[config.mk]
export PLATFORM = sky130hd
export DESIGN_NAME = pipe_ctrl
export DESIGN_NICKNAME = d
export VERILOG_FILES = /design/src/rtl/pipe_ctrl_pkg.sv /design/src/rtl/pipe_ctrl_stall_cnt.sv /design/src/rtl/pipe_ctrl.sv
export SDC_FILE = /design/constraint.sdc
export NUM_CORES = 1
export LEC_CHECK = 0
export ABC_AREA = 1
export BUFFER_PORTS_ARGS = -buffer_cell sky130_fd_sc_hd__buf_2
export CORE_MARGIN = 4
export CORE_UTILIZATION = 38
export DETAILED_ROUTE_END_ITERATION = 6
export HOLD_SLACK_MARGIN = 0.08
export SKIP_LAST_GASP = 1
export SLEW_MARGIN = 20
export SYNTH_ARGS = -nofsm -noshare
export SYNTH_HDL_FRONTEND = slang
export SYNTH_SLANG_ARGS = --single-unit
[constraint.sdc]
create_clock -name clk_100MHz -period 1.3 [get_ports clk_100MHz]
set_input_delay 0.195 -clock clk_100MHz [delete_from_list [all_inputs] [get_ports clk_100MHz]]
set_output_delay 0.195 -clock clk_100MHz [all_outputs]
set_load 0.01 [all_outputs]
[src/rtl/pipe_ctrl_pkg.sv]
// Shared types and constants for the pipeline control unit.
// Optional trap support is enabled by defining PIPE_CTRL_TRAP_EN.
package pipe_ctrl_pkg;

  // Control FSM: normal flow, multi-cycle EX stall, event latched under hold.
  typedef enum logic [1:0] {
    StRun   = 2'd0,
    StStall = 2'd1,
    StPend  = 2'd2
  } state_e;

  // Pipeline register indices.
  localparam int STG_PC   = 0;
  localparam int STG_IFID = 1;
  localparam int STG_IDEX = 2;

endpackage

[src/rtl/pipe_ctrl_stall_cnt.sv]
// Loadable down-counter for multi-cycle EX stalls. Clear beats load, load beats
// count; the count holds while frozen and saturates at zero.
module pipe_ctrl_stall_cnt #(
  parameter int unsigned CNT_W = 4
) (
  input  logic             clk_i,
  input  logic             rst_ni,
  input  logic             clr_i,
  input  logic             load_i,
  input  logic [CNT_W-1:0] load_val_i,
  input  logic             freeze_i,
  output logic [CNT_W-1:0] cnt_o,
  output logic             zero_o
);

  logic [CNT_W-1:0] cnt_d, cnt_q;

  // Next count value.
  always_comb begin
    cnt_d = cnt_q;
    if (clr_i) begin
      cnt_d = '0;
    end else if (load_i) begin
      cnt_d = load_val_i;
    end else if (!freeze_i && (cnt_q != '0)) begin
      cnt_d = cnt_q - CNT_W'(1);
    end
  end

  // Count register.
  always_ff @(posedge clk_i or negedge rst_ni) begin
    if (!rst_ni) begin
      cnt_q <= '0;
    end else begin
      cnt_q <= cnt_d;
    end
  end

  assign cnt_o  = cnt_q;
  assign zero_o = (cnt_q == '0);

endmodule

[src/rtl/pipe_ctrl.sv]
// Pipeline control unit: arbitrates system hold, redirects, multi-cycle EX
// stalls and load-use hazards into per-register hold/clear bits.
// Define PIPE_CTRL_TRAP_EN to add the trap redirect ports and logic.
module pipe_ctrl
  import pipe_ctrl_pkg::*;
#(
  parameter int unsigned ADDR_W   = 32,
  parameter int unsigned NSTAGE   = 5,
  parameter int unsigned EX_STAGE = 2,
  parameter int unsigned CNT_W    = 4
) (
  input  logic              clk_100MHz,
  input  logic              arst_n,
  input  logic              hold_i,
  input  logic              hazard_hold_i,
  input  logic              ex_jump_i,
  input  logic [ADDR_W-1:0] ex_jump_addr_i,
  input  logic              mc_start_i,
  input  logic [CNT_W-1:0]  mc_len_i,
`ifdef PIPE_CTRL_TRAP_EN
  input  logic              trap_req_i,
  input  logic [ADDR_W-1:0] trap_addr_i,
`endif
  output logic              jump_ena_o,
  output logic [ADDR_W-1:0] jump_addr_o,
  output logic [NSTAGE-1:0] stage_hold_o,
  output logic [NSTAGE-1:0] stage_clr_o,
  output logic              busy_o,
  output logic              pend_o
);

  localparam int NStg  = int'(NSTAGE);
  localparam int ExIdx = int'(EX_STAGE);

  state_e            state_d, state_q;
  logic              pend_jump_d, pend_jump_q;
  logic              pend_trap_d, pend_trap_q;
  logic              pend_mc_d, pend_mc_q;
  logic [ADDR_W-1:0] pend_addr_d, pend_addr_q;
  logic [CNT_W-1:0]  pend_len_d, pend_len_q;

  logic              cnt_clr, cnt_load, cnt_freeze, cnt_zero;
  logic [CNT_W-1:0]  cnt_load_val, cnt_q;
  logic              stall_last;

  logic              jump_ena;
  logic [ADDR_W-1:0] jump_addr;
  logic [NSTAGE-1:0] stage_hold, stage_clr;
  logic [CNT_W-1:0]  mc_len_sel;

  logic              trap_live;
  logic [ADDR_W-1:0] trap_tgt;

`ifdef PIPE_CTRL_TRAP_EN
  assign trap_live = trap_req_i;
  assign trap_tgt  = trap_addr_i;
`else
  assign trap_live = 1'b0;
  assign trap_tgt  = '0;
`endif

  logic [NSTAGE-1:0] m_redir, m_trap, m_stall_hold, m_stall_clr, m_haz_hold, m_haz_clr;

  // Constant stage masks derived from the pipeline geometry.
  always_comb begin
    m_redir      = '0;
    m_trap       = '0;
    m_stall_hold = '0;
    m_stall_clr  = '0;
    m_haz_hold   = '0;
    m_haz_clr    = '0;
    for (int i = 0; i < NStg; i++) begin
      m_redir[i]      = (i >= STG_IFID) && (i <= ExIdx);
      m_trap[i]       = (i >= STG_IFID);
      m_stall_hold[i] = (i <= ExIdx);
      m_stall_clr[i]  = (i == ExIdx + 1);
      m_haz_hold[i]   = (i < ExIdx);
      m_haz_clr[i]    = (i == ExIdx);
    end
  end

  // Stall counter only runs while stalled and not under system hold.
  assign cnt_freeze = hold_i || (state_q != StStall);
  // True when this unheld stall cycle is the final one.
  assign stall_last = cnt_zero || (cnt_q == CNT_W'(1));

  // Next-state, latching and per-cycle control outputs, in priority order.
  always_comb begin
    state_d      = state_q;
    pend_jump_d  = pend_jump_q;
    pend_trap_d  = pend_trap_q;
    pend_mc_d    = pend_mc_q;
    pend_addr_d  = pend_addr_q;
    pend_len_d   = pend_len_q;
    cnt_clr      = 1'b0;
    cnt_load     = 1'b0;
    cnt_load_val = mc_len_i;
    mc_len_sel   = mc_len_i;
    jump_ena     = 1'b0;
    jump_addr    = '0;
    stage_hold   = '0;
    stage_clr    = '0;

    if (hold_i) begin
      stage_hold = '1;
      // A trap replaces any latched jump; a later jump never overwrites a trap.
      if (trap_live) begin
        pend_trap_d = 1'b1;
        pend_jump_d = 1'b1;
        pend_addr_d = trap_tgt;
      end else if (ex_jump_i && !pend_trap_q) begin
        pend_jump_d = 1'b1;
        pend_addr_d = ex_jump_addr_i;
      end
      if (mc_start_i && (state_q != StStall)) begin
        pend_mc_d  = 1'b1;
        pend_len_d = mc_len_i;
      end
      if ((state_q == StRun) && (pend_jump_d || pend_mc_d)) begin
        state_d = StPend;
      end
    end else if (trap_live || pend_trap_q) begin
      // Trap: flush everything past the PC and abort any stall.
      jump_ena    = 1'b1;
      jump_addr   = pend_trap_q ? pend_addr_q : trap_tgt;
      stage_clr   = m_trap;
      pend_jump_d = 1'b0;
      pend_trap_d = 1'b0;
      pend_mc_d   = 1'b0;
      cnt_clr     = 1'b1;
      state_d     = StRun;
    end else if (pend_jump_q) begin
      // Replay of a redirect latched under hold; any live jump is dropped.
      jump_ena    = 1'b1;
      jump_addr   = pend_addr_q;
      stage_clr   = m_redir;
      pend_jump_d = 1'b0;
      pend_mc_d   = 1'b0;
      if (state_q == StPend) begin
        state_d = StRun;
      end else if ((state_q == StStall) && stall_last) begin
        state_d = StRun;
      end
    end else if (state_q == StStall) begin
      stage_hold = m_stall_hold;
      stage_clr  = m_stall_clr;
      if (stall_last) begin
        state_d = StRun;
      end
    end else if (ex_jump_i) begin
      // Live redirect; a same-cycle mc start (live or pending) is dropped.
      jump_ena  = 1'b1;
      jump_addr = ex_jump_addr_i;
      stage_clr = m_redir;
      pend_mc_d = 1'b0;
      state_d   = StRun;
    end else begin
      if (pend_mc_q || (mc_start_i && (state_q == StRun))) begin
        mc_len_sel   = pend_mc_q ? pend_len_q : mc_len_i;
        cnt_load_val = mc_len_sel;
        pend_mc_d    = 1'b0;
        if (mc_len_sel != '0) begin
          cnt_load = 1'b1;
          state_d  = StStall;
        end else begin
          state_d = StRun;
        end
      end else if (state_q == StPend) begin
        state_d = StRun;
      end
      if (hazard_hold_i && (state_q == StRun)) begin
        stage_hold = m_haz_hold;
        stage_clr  = m_haz_clr;
      end
    end
  end

  // Control state registers.
  always_ff @(posedge clk_100MHz or negedge arst_n) begin
    if (!arst_n) begin
      state_q     <= StRun;
      pend_jump_q <= 1'b0;
      pend_trap_q <= 1'b0;
      pend_mc_q   <= 1'b0;
      pend_addr_q <= '0;
      pend_len_q  <= '0;
    end else begin
      state_q     <= state_d;
      pend_jump_q <= pend_jump_d;
      pend_trap_q <= pend_trap_d;
      pend_mc_q   <= pend_mc_d;
      pend_addr_q <= pend_addr_d;
      pend_len_q  <= pend_len_d;
    end
  end

  pipe_ctrl_stall_cnt #(
    .CNT_W (CNT_W)
  ) u_stall_cnt (
    .clk_i      (clk_100MHz),
    .rst_ni     (arst_n),
    .clr_i      (cnt_clr),
    .load_i     (cnt_load),
    .load_val_i (cnt_load_val),
    .freeze_i   (cnt_freeze),
    .cnt_o      (cnt_q),
    .zero_o     (cnt_zero)
  );

  // Outputs take their reset values for as long as reset is asserted.
  always_comb begin
    if (!arst_n) begin
      jump_ena_o   = 1'b0;
      jump_addr_o  = '0;
      stage_hold_o = '1;
      stage_clr_o  = '0;
      busy_o       = 1'b0;
      pend_o       = 1'b0;
    end else begin
      jump_ena_o   = jump_ena;
      jump_addr_o  = jump_addr;
      stage_hold_o = stage_hold;
      stage_clr_o  = stage_clr;
      busy_o       = (state_q == StStall);
      pend_o       = pend_jump_q || pend_mc_q || pend_trap_q;
    end
  end

endmodule

==> key figures <==
Power
  • Total power: 0.004517 W
  • VDD IR max: 525.8 uV
  • Leakage: 1.959 nW
  • Power per Cell Area: 1118 nW/um^2

Worst setup path
  • Slowest stage delay, CP: 0.43 ns
  • FF-to-FF End: state_q[1]$_DFFE_PN0P_
  • WP data arrival: 1.69 ns
  • Setup crit start kind: flip-flop
  • Family with the most delay on the worst path: buffers and inverters
  • R2r startpoint: pend_jump_q$_DFF_PN0_
  • WP data required: 1.11 ns
  • Crit Path Class: reg -> out
  • Slowest stage cell, crit path: dfrtp_2
  • R2R setup slack: -0.18 ns
  • Worst Path Max Fanout: 8
  • R2R depth: 10
  • Worst setup EP type: output port
  • Cell chain of the critical path: nor2_4 > inv_2 > nor3_4 > buf_6 > buf_8 > a22oi_2 > nor2_1 > buf_2
  • Number of buffers and inverters on the critical path: 4

Placement
  • Worst slack, placed: -0.2478 ns
  • RD Place Congestion: 0.7859
  • Port bufs: 84
  • Hpwl dp: 4953 um

Yosys
  • Synth Flop Type: dfrtp_1
  • Yosys reg bits: 44
  • Post-synth ARST share: 1.000
  • Synthesized area: 2710 um^2
  • Syn. warnings: 0
  • Syn Area/Cell: 8.828 um^2
  • Count of flip-flops with a built-in enable after synthesis: 0
  • Synthesized instance count: 307
  • Post-synthesis sequential area ratio: 0.4063
  • Yosys cell types: 31

Finish
  • Nets: 486
  • Share of post-route cells with drive strength above 1: 0.5747
  • Commonest non-fill, non-tap cells in the layout: buf_2, nand2_1, dfrtp_1
  • Most common cell after layout, fill and taps aside: buf_2
  • ANT cells: 0
  • Final core occ: 0.5880
  • P&R area growth vs syn: 49.03%

Run status
  • Status: finished, violations left
  • Failing checks: setup timing

STA
  • Post-route clock period utilization: 1.451
  • Slew @ Worst Pin: 0.5568 ns
  • Fin. Hold Viols: 0
  • Endpoints failing setup: 49
  • Rel. slew slack: 0.6288
  • Min Tclk post-route: 1.886 ns
  • Final Max Slew Viols: 0
  • Clk_skew: 0.005063 ns
  • Fin worst setup slack: -0.5861 ns
  • Achievable Freq: 0.5302 GHz
  • RSZ-0062 raised after global routing: true

Route
  • Initial DRC count: 96
  • Post-route ant nets: 0
  • DRT Pass-1 Iters: 4
  • DRC violation count after routing: 0
  • Post-Route WL: 7212 um
  • Vias: 2623
  • Post-DR vias/cell: 4.875
  • DR WL/cell: 13.41 um

Hold path
  • Min-delay src: ex_jump_addr_i[25]
  • Hold Path End: pend_addr_q[25]$_DFFE_PN0P_
  • HP Class: in -> reg
  • Hold depth: 2

Floorplan
  • Row Count: 30
  • IO Pins: 87
  • Initial Util: 0.3945
  • Core area: 6869 um^2
  • Die Area: 8547 um^2
  • Die X: 92.45 um
  • Die height: 92.45 um

Clock tree
  • H-tree depth: 2
  • CTS tree: built
  • TritonCTS Sinks: 44
  • Clk pin slew, worst setup/hold paths: 0.09 ns
  • Root Driver: clkbuf_8
  • Longest Clk Path Bufs: 2
  • TritonCTS Buffers: 5
  • Clock Latency Late Sink: 0.30 ns

Global routing
  • Vias in the first global route: 2517
  • Initial antenna violation count: 0
  • First-pass GRT wire length: 11270 um
  • Largest net degree at the start of global routing: 43
  • GRT Util Overall: 0.1604
  • Total grt overflow: 0

Job
  • Max-Cap Viols: 0
-- worst max-delay path by stage --
| stage | from | endpoint | slack [ns] | depth (start not counted) |
|---|---|---|---|---|
| 6_report | pend_jump_q$_DFF_PN0_ | jump_addr_o[17] | -0.59 | 8 |
| 5_1_grt | pend_jump_q$_DFF_PN0_ | jump_addr_o[11] | -0.67 | 8 |
| 4_1_cts | pend_jump_q$_DFF_PN0_ | jump_addr_o[23] | -0.53 | 8 |
| 3_5_place_dp | pend_jump_q$_DFF_PN0_ | jump_addr_o[30] | -0.25 | 7 |
| 3_3_place_gp | pend_jump_q$_DFF_PN0_ | jump_addr_o[17] | -0.21 | 7 |
| 2_1_floorplan | pend_jump_q$_DFF_PN0_ | jump_addr_o[10] | -0.15 | 6 |
-- layer usage --
metal | part of all wire | routed length [um] | vias to the layer above | global-route usage
li1 | - | - | 1288 | -
met1 | 0.40 | 2905 | 1264 | 0.1806
met2 | 0.54 | 3878 | 61 | 0.3082
met3 | 0.048 | 344 | 10 | 0.03412
met4 | 0.012 | 83 | 0 | 0.03218
met5 | 0 | 0 | - | 0
-- cells in the mapped netlist, drive strengths merged, types with 2 or more instances --
| cell | number | share of area |
|---|---|---|
| a22oi | 32 | 0.11 |
| o21ai | 10 | 0.018 |
| ha | 2 | 0.0092 |
| buf | 15 | 0.040 |
| a21oi | 5 | 0.0092 |
| nand3 | 12 | 0.029 |
| nor2 | 58 | 0.097 |
| mux2 | 33 | 0.14 |
| inv | 24 | 0.033 |
| nand2 | 62 | 0.090 |
| clkbuf | 3 | 0.0042 |
| dfrtp | 44 | 0.41 |
-- state kept, by name, indices dropped and copies added (netlist names) --
signal             count
pend_mc_q              1
u_stall_cnt.cnt_o      4
pend_len_q             4
state_q                2
pend_jump_q            1
pend_addr_q           32
-- logic make-up (layout without fill, tap and decap cells) --
group,after synthesis,after routing,synth area share
compound gates,50,50,0.1427
fa+ha+maj,2,2,0.009232
flops,44,44,0.4063
buf+inv,43,177,0.07894
simple gates,134,134,0.2244
mux,33,33,0.1371
other cells,1,2,0.001384
-- report_power, final --
group          internal [W]  switching [W]
Clock              0.000365       0.000480
Sequential          0.00163       0.000199
Combinational      0.000953       0.000895
-- per-stage QoR --
step	instance area [um^2]	cells	TNS [ns]	hold slack, ns
after CTS	3772	525	-19.46	0.1166
after detailed placement	3477	508	-7.484	0.01212
final	4039	538	-21.91	0.1322
after global routing	4039	538	-26.16	0.1313
after floorplan	2734	308	-4.347	-0.1006
after global placement	3477	508	-6.548	0.01136
-- final cells by class --
cell class / instances / area [um^2]
Fill cell: 607 / 2830
Multi-Input combinational cell: 221 / 1579
Tap cell: 96 / 120.1
Sequential cell: 44 / 1105
Timing Repair Buffer: 145 / 1052
Clock inverter: 2 / 12.51
Clock buffer: 5 / 68.82
Inverter: 25 / 101.3
-- what timing repair did --
item | CTS | global route
pin swaps | 9 | 24
endpoints found under the setup margin | 49 | 52
resized for setup | 38 | 42
buffers inserted | 9 | 15
cloned | 1 | 1
endpoints found under the hold margin | 2 | 0
hold buffers | 2 | 0
(Power assumes the default switching activity.)
